**src/rtl/fifo_uart_tx.sv**
```systemverilog
// UART transmitter that pops one word per frame from an upstream FIFO and
// serialises it as start / WIDTH data bits (LSB first) / optional even parity / stop.
module fifo_uart_tx #(
    parameter int WIDTH        = 8,
    parameter int CLKS_PER_BIT = 16,
    parameter int PARITY_EN    = 0
) (
    input  logic             clk,
    input  logic             rst_n,
    input  logic             enable,
    input  logic             fifo_empty,
    output logic             fifo_rd_en,
    input  logic [WIDTH-1:0] fifo_dout,
    output logic             tx,
    output logic             busy
);

    localparam int CNT_W = (CLKS_PER_BIT > 1) ? $clog2(CLKS_PER_BIT) : 1;
    localparam int IDX_W = $clog2(WIDTH + 1);
    localparam logic [CNT_W-1:0] CNT_LAST = CNT_W'(CLKS_PER_BIT - 1);
    localparam logic [IDX_W-1:0] IDX_LAST = IDX_W'(WIDTH - 1);

    typedef enum logic [2:0] {
        S_IDLE, S_FETCH, S_START, S_DATA, S_PARITY, S_STOP
    } state_e;

    state_e             state_q, state_d;
    logic               tx_q, tx_d;
    logic [WIDTH-1:0]   shift_q, shift_d;
    logic               parity_q, parity_d;
    logic [CNT_W-1:0]   cnt_q, cnt_d;
    logic [IDX_W-1:0]   idx_q, idx_d;
    logic [WIDTH-1:0]   shift_nxt;
    logic               bit_end;

    always_ff @(posedge clk or negedge rst_n) begin
        if (!rst_n) begin
            state_q  <= S_IDLE;
            tx_q     <= 1'b1;
            shift_q  <= '0;
            parity_q <= 1'b0;
            cnt_q    <= '0;
            idx_q    <= '0;
        end else begin
            state_q  <= state_d;
            tx_q     <= tx_d;
            shift_q  <= shift_d;
            parity_q <= parity_d;
            cnt_q    <= cnt_d;
            idx_q    <= idx_d;
        end
    end

    assign shift_nxt = shift_q >> 1;
    assign bit_end   = (cnt_q == CNT_LAST);

    always_comb begin
        state_d  = state_q;
        tx_d     = tx_q;
        shift_d  = shift_q;
        parity_d = parity_q;
        cnt_d    = cnt_q;
        idx_d    = idx_q;
        case (state_q)
            S_IDLE: begin
                tx_d  = 1'b1;
                cnt_d = '0;
                idx_d = '0;
                if (fifo_rd_en) state_d = S_FETCH;
            end
            // FIFO read data is valid here, one cycle after the pop
            S_FETCH: begin
                shift_d  = fifo_dout;
                parity_d = ^fifo_dout;
                tx_d     = 1'b0;
                cnt_d    = '0;
                state_d  = S_START;
            end
            S_START: begin
                if (bit_end) begin
                    cnt_d   = '0;
                    idx_d   = '0;
                    tx_d    = shift_q[0];
                    state_d = S_DATA;
                end else begin
                    cnt_d = cnt_q + CNT_W'(1);
                end
            end
            S_DATA: begin
                if (bit_end) begin
                    cnt_d = '0;
                    if (idx_q == IDX_LAST) begin
                        if (PARITY_EN != 0) begin
                            tx_d    = parity_q;
                            state_d = S_PARITY;
                        end else begin
                            tx_d    = 1'b1;
                            state_d = S_STOP;
                        end
                    end else begin
                        idx_d   = idx_q + IDX_W'(1);
                        shift_d = shift_nxt;
                        tx_d    = shift_nxt[0];
                    end
                end else begin
                    cnt_d = cnt_q + CNT_W'(1);
                end
            end
            S_PARITY: begin
                if (bit_end) begin
                    cnt_d   = '0;
                    tx_d    = 1'b1;
                    state_d = S_STOP;
                end else begin
                    cnt_d = cnt_q + CNT_W'(1);
                end
            end
            S_STOP: begin
                if (bit_end) begin
                    cnt_d   = '0;
                    tx_d    = 1'b1;
                    state_d = S_IDLE;
                end else begin
                    cnt_d = cnt_q + CNT_W'(1);
                end
            end
            default: begin
                tx_d    = 1'b1;
                state_d = S_IDLE;
            end
        endcase
    end

    // rst_n gates the pop so nothing is consumed while the block is held in reset
    always_comb begin
        fifo_rd_en = rst_n && (state_q == S_IDLE) && enable && !fifo_empty;
        busy       = (state_q != S_IDLE);
    end

    assign tx = tx_q;

endmodule
```
**config.mk**
```make
export PLATFORM = sky130hd
export DESIGN_NAME = fifo_uart_tx
export DESIGN_NICKNAME = d
export VERILOG_FILES = /design/src/rtl/fifo_uart_tx.sv
export SDC_FILE = /design/constraint.sdc
export NUM_CORES = 1
export LEC_CHECK = 0
export ABC_AREA = 1
export CAP_MARGIN = 40
export CELL_PAD_IN_SITES_DETAIL_PLACEMENT = 0
export CELL_PAD_IN_SITES_GLOBAL_PLACEMENT = 1
export CORE_MARGIN = 8
export CORE_UTILIZATION = 39
export DETAILED_ROUTE_END_ITERATION = 6
export GPL_ROUTABILITY_DRIVEN = 1
export HOLD_SLACK_MARGIN = 0.1
export MAX_ROUTING_LAYER = met4
export PLACE_DENSITY = 0.77
export SLEW_MARGIN = 30
export SYNTH_ARGS = -nofsm -noshare
export SYNTH_HDL_FRONTEND = slang
export SYNTH_SLANG_ARGS = --single-unit
```
**constraint.sdc**
```tcl
create_clock -name clk -period 1.5 [get_ports clk]
set_input_delay 0.3 -clock clk [delete_from_list [all_inputs] [get_ports clk]]
set_output_delay 0.3 -clock clk [all_outputs]
set_load 0.01 [all_outputs]
```
==> summary.md, run 1 <==
* **outcome** finished clean
* **total number of H-tree levels** 1
* **leading register cell type out of synthesis** sky130_fd_sc_hd__dfrtp_1
* **Synth warnings** 0
* **Die Ht** 71.61 um
* **number of nets still failing antenna checks after routing** 0
* **cell type contributing the most total cell area after synthesis** sky130_fd_sc_hd__dfrtp_1
* **Overall Power** 2.757 mW
* **clock tree from TritonCTS** done
* **iteration count of the initial detailed-routing pass** 4
* **routed vias** 1156
* **arrival time of the worst setup path** 1.15 ns
* **number of global-route vias before repair** 1136
* **number of placement rows** 20
* **start-to-end type of the worst setup path** flop to output port
* **cell leakage power** 0.8538 nW
* **crit path max-delay cell type** sky130_fd_sc_hd__dfrtp_1
* **setup repair after global routing missed its margin** true
* **Seq cells post-synth** 20
* **number of nets in the layout** 223
* **highest fanout seen on the critical path** 2
* **Die Footprint** 5128 um^2
* **count of fill cells added during filler insertion** 289
* **R2R depth** 9
* **Peak VDD IR** 0.6629 mV
* **multi-input combinational cell area** 656.9 um^2
* **Hold WC Path Type** input pin to async pin
* **most instantiated cells after synthesis** 70 x sky130_fd_sc_hd__nand2_1, 21 x sky130_fd_sc_hd__nand3_1, 19 x sky130_fd_sc_hd__dfrtp_1
* **Die X** 71.61 um
* **post-synthesis cell area** 1206 um^2
* **most repeated cell in the gate-level netlist after synthesis** sky130_fd_sc_hd__nand2_1
* **top cells by area, synth** sky130_fd_sc_hd__dfrtp_1 39%, sky130_fd_sc_hd__nand2_1 22%, sky130_fd_sc_hd__nand3_1 8.7%
* **GRT Util Overall** 0.1207
* **Cell variety after synth** 20
* **max cap viols** 0
* **final max-slew violation count** 0
* **worst max-slew margin expressed relative to the limit** 0.8210
* **worst-case register-to-register setup slack** 0.11 ns
* **Seq/Total Area, Yosys** 0.4160
* **dpl hpwl** 2.102 mm
* **shortest clock period the worst path allows after layout** 1.454 ns
* **wire length after detailed routing** 2.754 mm
* **worst clock skew on the final layout** 0.0005708 ns
* **residual DRC count** 0
* **synthesized net count** 184
* **number of buffers inserted during clock tree synthesis** 3
* **number of antenna repair diodes** 0
* **wire length of the first global-routing pass** 4.947 mm
* **fin crit share** 0.9693
* **share of post-route cells with drive strength above 1** 0.2059
* **DRT iter0 DRCs** 74
* **maximum number of pins on one net before global-route repair** 21
* **Via density** 4.878
* **antenna violations before repair** 0
* **number of enable flip-flop cells after synthesis** 0
* **total count of hold-check failures in the final report** 0
* **num ports** 15
* **timing-limited maximum frequency** 687.8 MHz
* **required time reported for the critical path endpoint** 1.20 ns
* **final core utilization** 0.5300
* **Final setup violation count** 0
* **Root Driver** sky130_fd_sc_hd__clkbuf_4
* **dpl cells** 230
* **global placement routability congestion** 0.9011
* **Sink Count** 20
* **area of all sequential standard cells** 501.7 um^2
* **Post-Layout Cell Count** 237
* **category of the worst setup path launch point** flop
* **transition at the pin with the smallest max-transition slack** 0.2685 ns
* **instance count of the mapped netlist** 166
* **maximum cell stage delay along the critical path** 0.41 ns
* **Syn-to-layout area delta** 31.95%
* **Clk Latency, worst-skew pair** 0.30 ns
* **routed length per placed instance** 11.62 um
* **initial cell density of the core** 0.4017
* **ys async rst share** 1.000
* **Critical R2R Capture** state_q[1]$_DFFE_PN0P_
* **register clock-pin slew on the reported worst setup and hold paths** 0.11 ns
* **type of destination of the critical path** output port
* **Cell Chain, Critical Path** nor2_2 -> nand2_1 -> clkdlybuf4s15_1
* **overflow left after global routing** 0
* **area of the core region** 3003 um^2
* **cell area power density** 1732 nW/um^2
* **clock buffer depth** 2
* **average cell area after synthesis** 7.266 um^2
* **portion of synthesized cell area occupied by the leading cell type** 0.3942
* **# port buffers** 14
* **worst flop-to-flop path startpoint** state_q[0]$_DFFE_PN0P_
-- state kept, by name (all words and copies together), names as in the netlist --
signal,count
idx_q,4
tx,1
shift_q,8
state_q,3
cnt_q,4
-- report_power, final --
part           internal [mW]  total [mW]  switching, mW
clock                  0.148       0.317          0.169
combinational          0.676        1.59          0.915
sequential             0.742       0.849          0.107
-- worst max-delay path: cells and delay by family, from the launching register on --
kind	cells	cell delay, ns
simple gates	2	0.22
buf+inv	1	0.23
flops	1	0.41
-- through the flow --
step	hold WS [ns]	worst slack (ns)	area (um^2)	TNS, ns
2_1_floorplan	0.004409	0.1676	1206	0
3_3_place_gp	0.4615	-0.3136	1515	-0.3136
3_5_place_dp	0.4667	-0.3579	1515	-0.4298
4_1_cts	0.3526	0.004353	1555	0
5_1_grt	0.3723	-0.03762	1592	-0.07044
6_report	0.3636	0.04604	1592	0
-- what timing repair did --
item                       in CTS  in global routing
pin swaps                       1                  5
gates resized for setup         8                  6
setup endpoints to repair       3                 17
hold buffers                    0                  0
hold endpoints to repair        0                  0
buffers inserted                1                  2
-- cell families (layout without fill, tap and decap cells) --
family / Yosys count / in the layout / share of synthesized area
and+or+nand+nor: 112 / 112 / 0.3994
xor gates and xnor gates: 2 / 2 / 0.01453
DFF: 20 / 20 / 0.4160
AOI/OAI and AO/OA: 11 / 11 / 0.05187
buffers and inverters: 15 / 53 / 0.05602
adders and majority gates: 6 / 6 / 0.06224
-- cells in the final DEF, fill, tap and decap left out, types with 2 or more instances in the layout --
master,instances
sky130_fd_sc_hd__clkdlybuf4s50_1,11
sky130_fd_sc_hd__o21ai_0,5
sky130_fd_sc_hd__buf_4,22
sky130_fd_sc_hd__a21oi_1,4
sky130_fd_sc_hd__inv_2,2
sky130_fd_sc_hd__nor2_1,9
sky130_fd_sc_hd__nand4_1,4
sky130_fd_sc_hd__nand3_1,20
sky130_fd_sc_hd__ha_1,6
sky130_fd_sc_hd__nand2_1,68
sky130_fd_sc_hd__inv_1,10
sky130_fd_sc_hd__nor2_2,3
sky130_fd_sc_hd__nor2_4,2
sky130_fd_sc_hd__xor2_1,2
sky130_fd_sc_hd__nand3_2,2
sky130_fd_sc_hd__clkbuf_4,3
sky130_fd_sc_hd__nand2_2,3
sky130_fd_sc_hd__dfrtp_1,19
-- layer usage --
layer | track usage | routed length (um)
met4 | 0.05215 | 19
met2 | 0.2004 | 1289
met1 | 0.1405 | 1340
met3 | 0.01953 | 105
met5 | - | 0
-- how the worst max path moves through the flow --
stage | start | to
detailed placement | rst_n | fifo_rd_en
finish | state_q[0]$_DFFE_PN0P_ | busy
global route | state_q[0]$_DFFE_PN0P_ | fifo_rd_en
global placement | rst_n | fifo_rd_en
CTS | state_q[2]$_DFFE_PN0P_ | busy
floorplan | cnt_q[0]$_DFFE_PN0P_ | shift_q[0]$_DFFE_PN0P_
-- cell type report --
class                      count  share of cell area
clock buffer                   4             0.02280
inverter                      12             0.02830
multi-input combinational    131              0.4127
sequential                    20              0.3153
tap                           33             0.02594
timing repair buffer          37              0.1950
(Power assumes the default switching activity.)
==> run 2, diff against run 1 <==
- CTS_CLUSTER_SIZE: unset -> 20
==> results of run 2 <==
No change in the layout: final DEF, timing and power equal those of run 1.
